--- config.mk ---
export PLATFORM = sky130hd
export DESIGN_NAME = convert_from_10
export DESIGN_NICKNAME = d
export VERILOG_FILES = /design/src/rtl/conv_pkg.sv /design/src/rtl/mul10_add.sv /design/src/rtl/convert_from_10.sv
export SDC_FILE = /design/constraint.sdc
export NUM_CORES = 2
export LEC_CHECK = 0
export CAP_MARGIN = 5
export CORE_ASPECT_RATIO = 1.1
export CORE_MARGIN = 10
export CORE_UTILIZATION = 55
export DETAILED_ROUTE_END_ITERATION = 7
export PLACE_DENSITY = 0.81
export SLEW_MARGIN = 20
export SYNTH_ARGS = -nofsm -noshare
export SYNTH_HDL_FRONTEND = slang
export SYNTH_HIERARCHICAL = 1
export SYNTH_SLANG_ARGS = --single-unit
--- constraint.sdc ---
create_clock -name clk -period 20.4 [get_ports clk]
set_input_delay 4.08 -clock clk [delete_from_list [all_inputs] [get_ports clk]]
set_output_delay 4.08 -clock clk [all_outputs]
set_load 0.01 [all_outputs]
--- src/rtl/conv_pkg.sv ---
// Shared types and constants for the decimal/binary conversion blocks.
// WIDTH_DEF is the common result width used by e_calc and convert_to_10 as well.
package conv_pkg;

  localparam int          DIGIT_W   = 4;
  localparam logic [3:0]  DEC_MAX   = 4'd9;
  localparam int          WIDTH_DEF = 400;

  typedef enum logic {
    IDLE,
    RUN
  } state_e;

endpackage

--- src/rtl/mul10_add.sv ---
// Combinational acc*10 + d using shift-and-add so no multiplier is inferred.
// carry holds the bits above WIDTH-1; any nonzero carry means the result wrapped.
module mul10_add #(
  parameter int WIDTH = 400
) (
  input  logic [WIDTH-1:0] acc,
  input  logic [3:0]       d,
  output logic [WIDTH-1:0] sum,
  output logic [3:0]       carry
);

  logic [WIDTH+3:0] accWide;
  logic [WIDTH+3:0] total;

  // acc*10 needs at most 4 extra bits, and adding a digit below 16 cannot exceed that.
  assign accWide = {4'b0000, acc};
  assign total   = (accWide << 3) + (accWide << 1) + {{WIDTH{1'b0}}, d};
  assign sum     = total[WIDTH-1:0];
  assign carry   = total[WIDTH+3:WIDTH];

endmodule

--- src/rtl/convert_from_10.sv ---
// Decimal-to-binary converter: accumulates a most-significant-first BCD digit stream
// into a WIDTH-bit integer, one digit per clock, with sticky overflow and bad-digit flags.
module convert_from_10
  import conv_pkg::*;
#(
  parameter int WIDTH = WIDTH_DEF,
  parameter int CNT_W = 8
) (
  input  logic             clk,
  input  logic             rst,
  input  logic             start,
  input  logic [3:0]       decimal,
  input  logic             valid,
  input  logic             last,
  output logic [WIDTH-1:0] binary,
  output logic [CNT_W-1:0] digit_count,
  output logic             busy,
  output logic             done,
  output logic             overflow,
  output logic             bad_digit
);

  state_e           state_q, state_d;
  logic [WIDTH-1:0] acc_q, acc_d;
  logic [CNT_W-1:0] cnt_q, cnt_d;
  logic             busy_q, busy_d;
  logic             done_q, done_d;
  logic             ovf_q, ovf_d;
  logic             bad_q, bad_d;

  logic [WIDTH-1:0] nextAcc;
  logic [3:0]       carry;

  mul10_add #(.WIDTH(WIDTH)) u_mul10_add (
    .acc   (acc_q),
    .d     (decimal),
    .sum   (nextAcc),
    .carry (carry)
  );

  always_comb begin
    state_d = state_q;
    acc_d   = acc_q;
    cnt_d   = cnt_q;
    busy_d  = busy_q;
    done_d  = 1'b0;
    ovf_d   = ovf_q;
    bad_d   = bad_q;

    // start wins over everything, so a digit or last arriving with it is dropped.
    if (start) begin
      state_d = RUN;
      acc_d   = '0;
      cnt_d   = '0;
      busy_d  = 1'b1;
      ovf_d   = 1'b0;
      bad_d   = 1'b0;
    end else if (state_q == RUN) begin
      if (valid) begin
        if (decimal > DEC_MAX) begin
          bad_d = 1'b1;
        end else begin
          acc_d = nextAcc;
          if (carry != 4'd0) ovf_d = 1'b1;
          if (cnt_q != '1) cnt_d = cnt_q + CNT_W'(1);
        end
      end
      if (last) begin
        state_d = IDLE;
        busy_d  = 1'b0;
        done_d  = 1'b1;
      end
    end
  end

  always_ff @(posedge clk or posedge rst) begin
    if (rst) begin
      state_q <= IDLE;
      acc_q   <= '0;
      cnt_q   <= '0;
      busy_q  <= 1'b0;
      done_q  <= 1'b0;
      ovf_q   <= 1'b0;
      bad_q   <= 1'b0;
    end else begin
      state_q <= state_d;
      acc_q   <= acc_d;
      cnt_q   <= cnt_d;
      busy_q  <= busy_d;
      done_q  <= done_d;
      ovf_q   <= ovf_d;
      bad_q   <= bad_d;
    end
  end

  assign binary      = acc_q;
  assign digit_count = cnt_q;
  assign busy        = busy_q;
  assign done        = done_q;
  assign overflow    = ovf_q;
  assign bad_digit   = bad_q;

endmodule
Word level (Yosys, flattened, before mapping) --
Cells that the tools add are included.
Operators by class: mux-type cells 27, equality and inequality tests 2, $add $sub $neg 3, order comparisons 1, reductions and logical operators 12
Operators with widths (count):
- two-way mux 400 bit | 4
- adder 403 x 401 -> 404 bit | 1
- adder 404 x 4 -> 404 bit | 1
- two-way mux 8 bit | 5
- two-way mux 1 bit | 18
- nonzero test 2 bit | 6
- adder 8 x 1 -> 8 bit, second input constant | 1
- inequality test 8 bit, second input constant | 1
- AND reduction 4 bit | 2
- AND reduction 3 bit | 2
- > comparator 4 bit, second input constant | 1
- nonzero test 4 bit | 1
- inequality test 2 bit, second input constant | 1
- AND reduction 2 bit | 1
Storage, ports and cells: input bits 9, register bits 413

Longest topological paths before layout --
word-level depth 8, gate-level depth with buffers 23, mapped depth without buffers 23

By module --
The synthesis kept the hierarchy.
By module, submodules not included:
- mul10_add | area an instance 36815.3 um^2, cells an instance 5681, times used 1
- convert_from_10 | area an instance 16295.6 um^2, cells an instance 1802, times used 1

Least setup slack after synthesis --
OpenSTA, ideal clock, no wires.
path type input-to-reg, from input port decimal[3], to register ovf_q (netlist: overflow), setup slack 11459 ps, arrival time 8809 ps, required time 20268 ps, stages 22, path through inv_1 -> fa_1 -> fa_1 -> nand2b_1 -> a21oi_1 -> nor3_1 -> o41ai_2 -> a21oi_2 -> o31a_1 -> or2_1 -> a311oi_1 -> nor2_1 -> o21a_1 -> o31a_1 -> nor3_2 -> nor2_1 -> o21ai_1 -> a21oi_1 -> xnor2_1 -> or4_1 -> a21oi_1 -> nor2_1
Between the ends: longest elaborated chain between the ends 4, elaborated cells on any way between the ends 6, those cells by class add/sub: 1; order compare: 1; eq/ne: 1; reduce/logical: 3
RTL lines:
- start, declared | line convert_from_10.sv:12 | input logic [3:0] decimal,
- adder 404 x 4 -> 404 bit | line mul10_add.sv:17 | assign total = (accWide << 3) + (accWide << 1) + {{WIDTH{1'b0}}, d};
- net carry[0] | line convert_from_10.sv:32 | logic [3:0] carry;
- nonzero test 4 bit | line convert_from_10.sv:64 | if (carry != 4'd0) ovf_d = 1'b1;
- nonzero test 2 bit (no source line)
- AND reduction 4 bit (no source line)
- end signal, assigned | line convert_from_10.sv:91 | ovf_q <= ovf_d;
- end, declared | line convert_from_10.sv:28 | logic ovf_q, ovf_d;
The timed path passes the listed nets, and every way through them passes these cells. A chain may end at the register's enable or synchronous reset.

Worst setup path in the final report --
from input port decimal[3], to register acc_q[372] (netlist: binary[372])
Between the ends: longest elaborated chain between the ends 5, elaborated cells on any way between the ends 8, those cells by class add/sub: 1; order compare: 1; eq/ne: 1; mux: 4; reduce/logical: 1
RTL lines:
- adder 404 x 4 -> 404 bit | line mul10_add.sv:17
- net nextAcc[372] | line convert_from_10.sv:31 | logic [WIDTH-1:0] nextAcc;
- two-way mux 400 bit | line convert_from_10.sv:60 | if (decimal > DEC_MAX) begin
- two-way mux 400 bit | line convert_from_10.sv:59 | if (valid) begin
- two-way mux 400 bit | line convert_from_10.sv:58 | end else if (state_q == RUN) begin
- two-way mux 400 bit | line convert_from_10.sv:51 | if (start) begin
- end signal, assigned | line convert_from_10.sv:79 | acc_q <= '0;
- end signal, assigned | line convert_from_10.sv:87 | acc_q <= acc_d;
- end, declared | line convert_from_10.sv:24 | logic [WIDTH-1:0] acc_q, acc_d;
The timed path passes the listed nets, and every way through them passes these cells. The select of a mux whose other input is x is not followed.

==> metrics.md <==
| Metric | Value |
|---|---|
| Area overhead of the layout relative to synthesis | 12.3% |
| Number of clock sinks seen by CTS | 413 |
| Initial DRC Count | 7631 |
| Post-route minimum period | 10.71 ns |
| Root buffer cell | sky130_fd_sc_hd__clkbuf_16 |
| Reg2Reg Depth | 21 |
| Initial Utilization | 55.5% |
| Number of endpoints failing setup at the final stage | 0 |
| Overall power of the completed layout | 1950 uW |
| GR Overflow Total | 0 |
| Vias in the first global route | 58800 |
| Stage delay of the slowest cell on the critical path | 0.76 ns |
| Last weighted congestion value of the routability-driven placer | 1.11 |
| Worst-path cell chain | clkdlybuf4s50_1 -> inv_1 -> fa_1 -> fa_1 -> nand2b_1 -> a21oi_1 -> nor3_1 -> o41ai_2 -> a21oi_2 -> o21bai_1 -> a21oi_1 -> o41ai_2 -> a31oi_1 -> o211ai_2 -> a41oi_1 -> o21ai_1 -> a21oi_1 -> o21bai_1 -> a21boi_1 -> xnor2_1 -> nand2_1 -> a21oi_1 |
| Hold path endpoint | busy |
| Wire length of the first global-routing pass | 354 mm |
| Leakage power summed over all cells | 0.0261 uW |
| Clock Skews | 0.0308 ns |
| Number of nets produced by synthesis | 8294 |
| Arrival time reported for the critical path endpoint | 11.31 ns |
| Number of buffers added to fix hold violations after cts | 0 |
| Routed wire length | 238 mm |
| Avg Cell Area, Syn | 7.10 um2 |
| Total number of vias | 60800 |
| Post-CTS clock slew at the launch and capture registers of the worst setup and hold paths | 0.06 ns |
| Fmax | 93.4 MHz |
| Cell row count | 119 |
| DPL Wire Length | 193 mm |
| Share of flip-flops with an asynchronous set or reset | 100% |
| Number of warnings printed during yosys synthesis | 6 |
| Share of final-layout standard cells stronger than drive strength 1 | 3.13% |
| Port Buf Inserts | 420 |
| Per-cell via count in the routed design | 6.79 |
| Startpoint kind of the worst setup timing path | input port |
| Total negative slack | 0 ns |
| Critical register-to-register path startpoint | binary[21] |
| Destination of the worst register-to-register timing path | overflow |
| Number of nets with antenna violations after routing | 0 |
| Worst slew slack as a fraction of its limit | 21.0% |
| Slew Viols, Final | 0 |
| Critical path endpoint category | flop |
| Standard cell with the maximum stage delay on the critical path | sky130_fd_sc_hd__o41ai_2 |
| Routed wire per std cell | 26.5 um |
| Number of diodes added for antenna fixing | 0 |
| Top Ports | 421 |
| Number of buffers on the longest clock path | 3 |
| Number of antenna violations at the first check in global routing | 3 |
| Classification of the worst-slack hold path | flop to flop |
| Post-CTS Resized | 0 |
| Clock network latency to the later pin of the worst-skew pair | 0.69 ns |
| Reg-to-reg slack, setup | 12.96 ns |
| CTS Buf Count | 50 |
| Worst-Margin Slew | 1.18 ns |
| Worst hold path cell count | 2 |
| Chip Height | 346 um |
| Result of the run | complete, no violations |
| Filler cell count | 8724 |
| Total global-route track usage | 41.2% |
| Number of hold-slack violations in the final timing report | 0 |
| Largest driver fanout on the critical path | 4 |
| Maximum number of pins on one net before global-route repair | 195 |
| Critical path required time | 21.00 ns |
| Number of max-cap violations | 0 |
| Library cell appearing most often on the critical path | sky130_fd_sc_hd__a21oi_1 |
| Leading register cell type out of synthesis | sky130_fd_sc_hd__dfrtp_1 |
| Syn Inst Count | 7483 |
| Hold Startpoint | busy |
| Clock H-tree levels | 2 |
| Final net count | 8464 |
| Highest ir drop seen on vdd | 0.0659 mV |
| Buffering stage count on the worst path with inverters included | 2 |
| Number of flops mapped to enable cells by yosys | 0 |
| Width of the chip | 316 um |
| TritonCTS clock tree | yes |
| Distinct cells, synth | 95 |
| DRC viols | 0 |
| Kind of cell with the highest combined delay on the critical path | compound AO/OA/AOI/OAI gates |
| Number of buffers inserted to repair setup after CTS | 0 |
| Most common library cell in the layout ignoring fill and taps | sky130_fd_sc_hd__nand2_1 |
| Most frequent cells in the layout | 1504 x sky130_fd_sc_hd__nand2_1, 1246 x sky130_fd_sc_hd__a21oi_1, 800 x sky130_fd_sc_hd__ha_1, 623 x sky130_fd_sc_hd__nor2_1, 557 x sky130_fd_sc_hd__o21ai_0 |
| TritonRoute pass-1 iters | 7 |
| Post-Syn Area | 53100 um2 |
| RSZ-0062 raised after global routing | no |
| Number of flip-flops and latches in the synthesized netlist | 413 |
| Share of synthesized area occupied by flip-flops and latches | 19.5% |
| Power per cell area | 32.8 nW/um2 |
| Worst setup path category | input port to flop |
| Area of the placeable core | 95700 um2 |
| Die ar. | 109000 um2 |
| Period utilisation layout | 52.5% |
==> state kept, by name (all words and copies together), names as in the netlist <==
| signal | cells |
|---|---|
| bad_digit | 1 |
| binary | 400 |
| busy | 1 |
| digit_count | 8 |
| done | 1 |
| overflow | 1 |
| state_q | 1 |
==> power breakdown <==
part	leakage, uW	switching, uW	internal [uW]
sequential	0.00576	1.75	821
combinational	0.0194	75.7	12.4
clock	0.000905	420	623
==> worst max path at each step <==
stage                     startpoint           to  cells after the start
after floorplan                  rst    bad_digit                      1
after global placement    decimal[3]     overflow                     23
after detailed placement  decimal[3]     overflow                     23
after CTS                 decimal[3]     overflow                     23
after global routing      decimal[3]  binary[372]                     22
final                     decimal[3]  binary[372]                     22
==> through the flow <==
stage / util, % / cells / setup WS, ns / instance area, um2 / hold WS, ns
4_1_cts: 62.3 / 8962 / 9.72 / 59600 / 0.501
2_1_floorplan: - / 7483 / 4.83 / 53100 / 0.525
3_3_place_gp: 60.3 / 8871 / 9.18 / 57800 / 0.477
6_report: 62.3 / 8962 / 9.69 / 59600 / 0.497
5_1_grt: 62.3 / 8962 / 9.69 / 59600 / 0.555
3_5_place_dp: 60.3 / 8871 / 9.00 / 57800 / 0.485
==> layer usage <==
metal,global-route usage [%],routed length [um],up-vias,part of all wire [%]
met4,26.7,19000,4,8.0
li1,-,-,27400,-
met5,0,30,-,0.013
met1,50.1,90600,28800,38
met3,8.93,23600,929,9.9
met2,65.1,104000,3682,44
==> cell usage after synthesis, types with 28 or more instances <==
cell | n | share of area [%]
sky130_fd_sc_hd__nand4_1 | 242 | 2.9
sky130_fd_sc_hd__nand3_1 | 100 | 0.94
sky130_fd_sc_hd__buf_2 | 123 | 1.2
sky130_fd_sc_hd__a31oi_1 | 69 | 0.81
sky130_fd_sc_hd__nor4_1 | 61 | 0.72
sky130_fd_sc_hd__nand2b_1 | 32 | 0.38
sky130_fd_sc_hd__nor3_1 | 128 | 1.2
sky130_fd_sc_hd__xor2_1 | 153 | 2.5
sky130_fd_sc_hd__o21bai_1 | 140 | 2.0
sky130_fd_sc_hd__o31ai_1 | 33 | 0.47
sky130_fd_sc_hd__inv_1 | 125 | 0.88
sky130_fd_sc_hd__a21o_1 | 175 | 2.5
sky130_fd_sc_hd__ha_1 | 800 | 19
sky130_fd_sc_hd__a21oi_1 | 1246 | 12
sky130_fd_sc_hd__clkbuf_1 | 202 | 1.4
sky130_fd_sc_hd__or2_2 | 38 | 0.45
sky130_fd_sc_hd__o21a_1 | 57 | 0.81
sky130_fd_sc_hd__o211ai_1 | 28 | 0.40
sky130_fd_sc_hd__nor2_1 | 623 | 4.4
sky130_fd_sc_hd__dfrtp_1 | 413 | 19
sky130_fd_sc_hd__a21boi_0 | 34 | 0.48
sky130_fd_sc_hd__xnor2_1 | 245 | 4.0
sky130_fd_sc_hd__o21ai_0 | 557 | 5.2
sky130_fd_sc_hd__nand2_1 | 1504 | 11
==> worst min-delay path, stage by stage (launching register included) <==
cell and delay [ns]:
sky130_fd_sc_hd__dfrtp_1 0.35, sky130_fd_sc_hd__nor2_1 0.04, sky130_fd_sc_hd__nor2_1 0.07
==> final cells by class <==
type / instances / area (um2) / share of cell area [%]
inverters: 125 / 477 / 0.799
repair buffers: 448 / 4460 / 7.47
clock buffers: 67 / 1450 / 2.43
clock inverters: 24 / 412 / 0.690
flip-flops and latches: 413 / 10300 / 17.3
well taps: 1270 / 1590 / 2.66
multi-input cells: 6615 / 40900 / 68.6
==> cell families after synthesis <==
logic type / share of synthesized area (%)
xor gates and xnor gates: 6.56
DFF: 19.5
muxes: 0.0825
AOI/OAI and AO/OA: 28.2
adders and majority gates: 18.9
buffers and inverters: 3.54
and+or+nand+nor: 23.3
(Power assumes the default switching activity.)
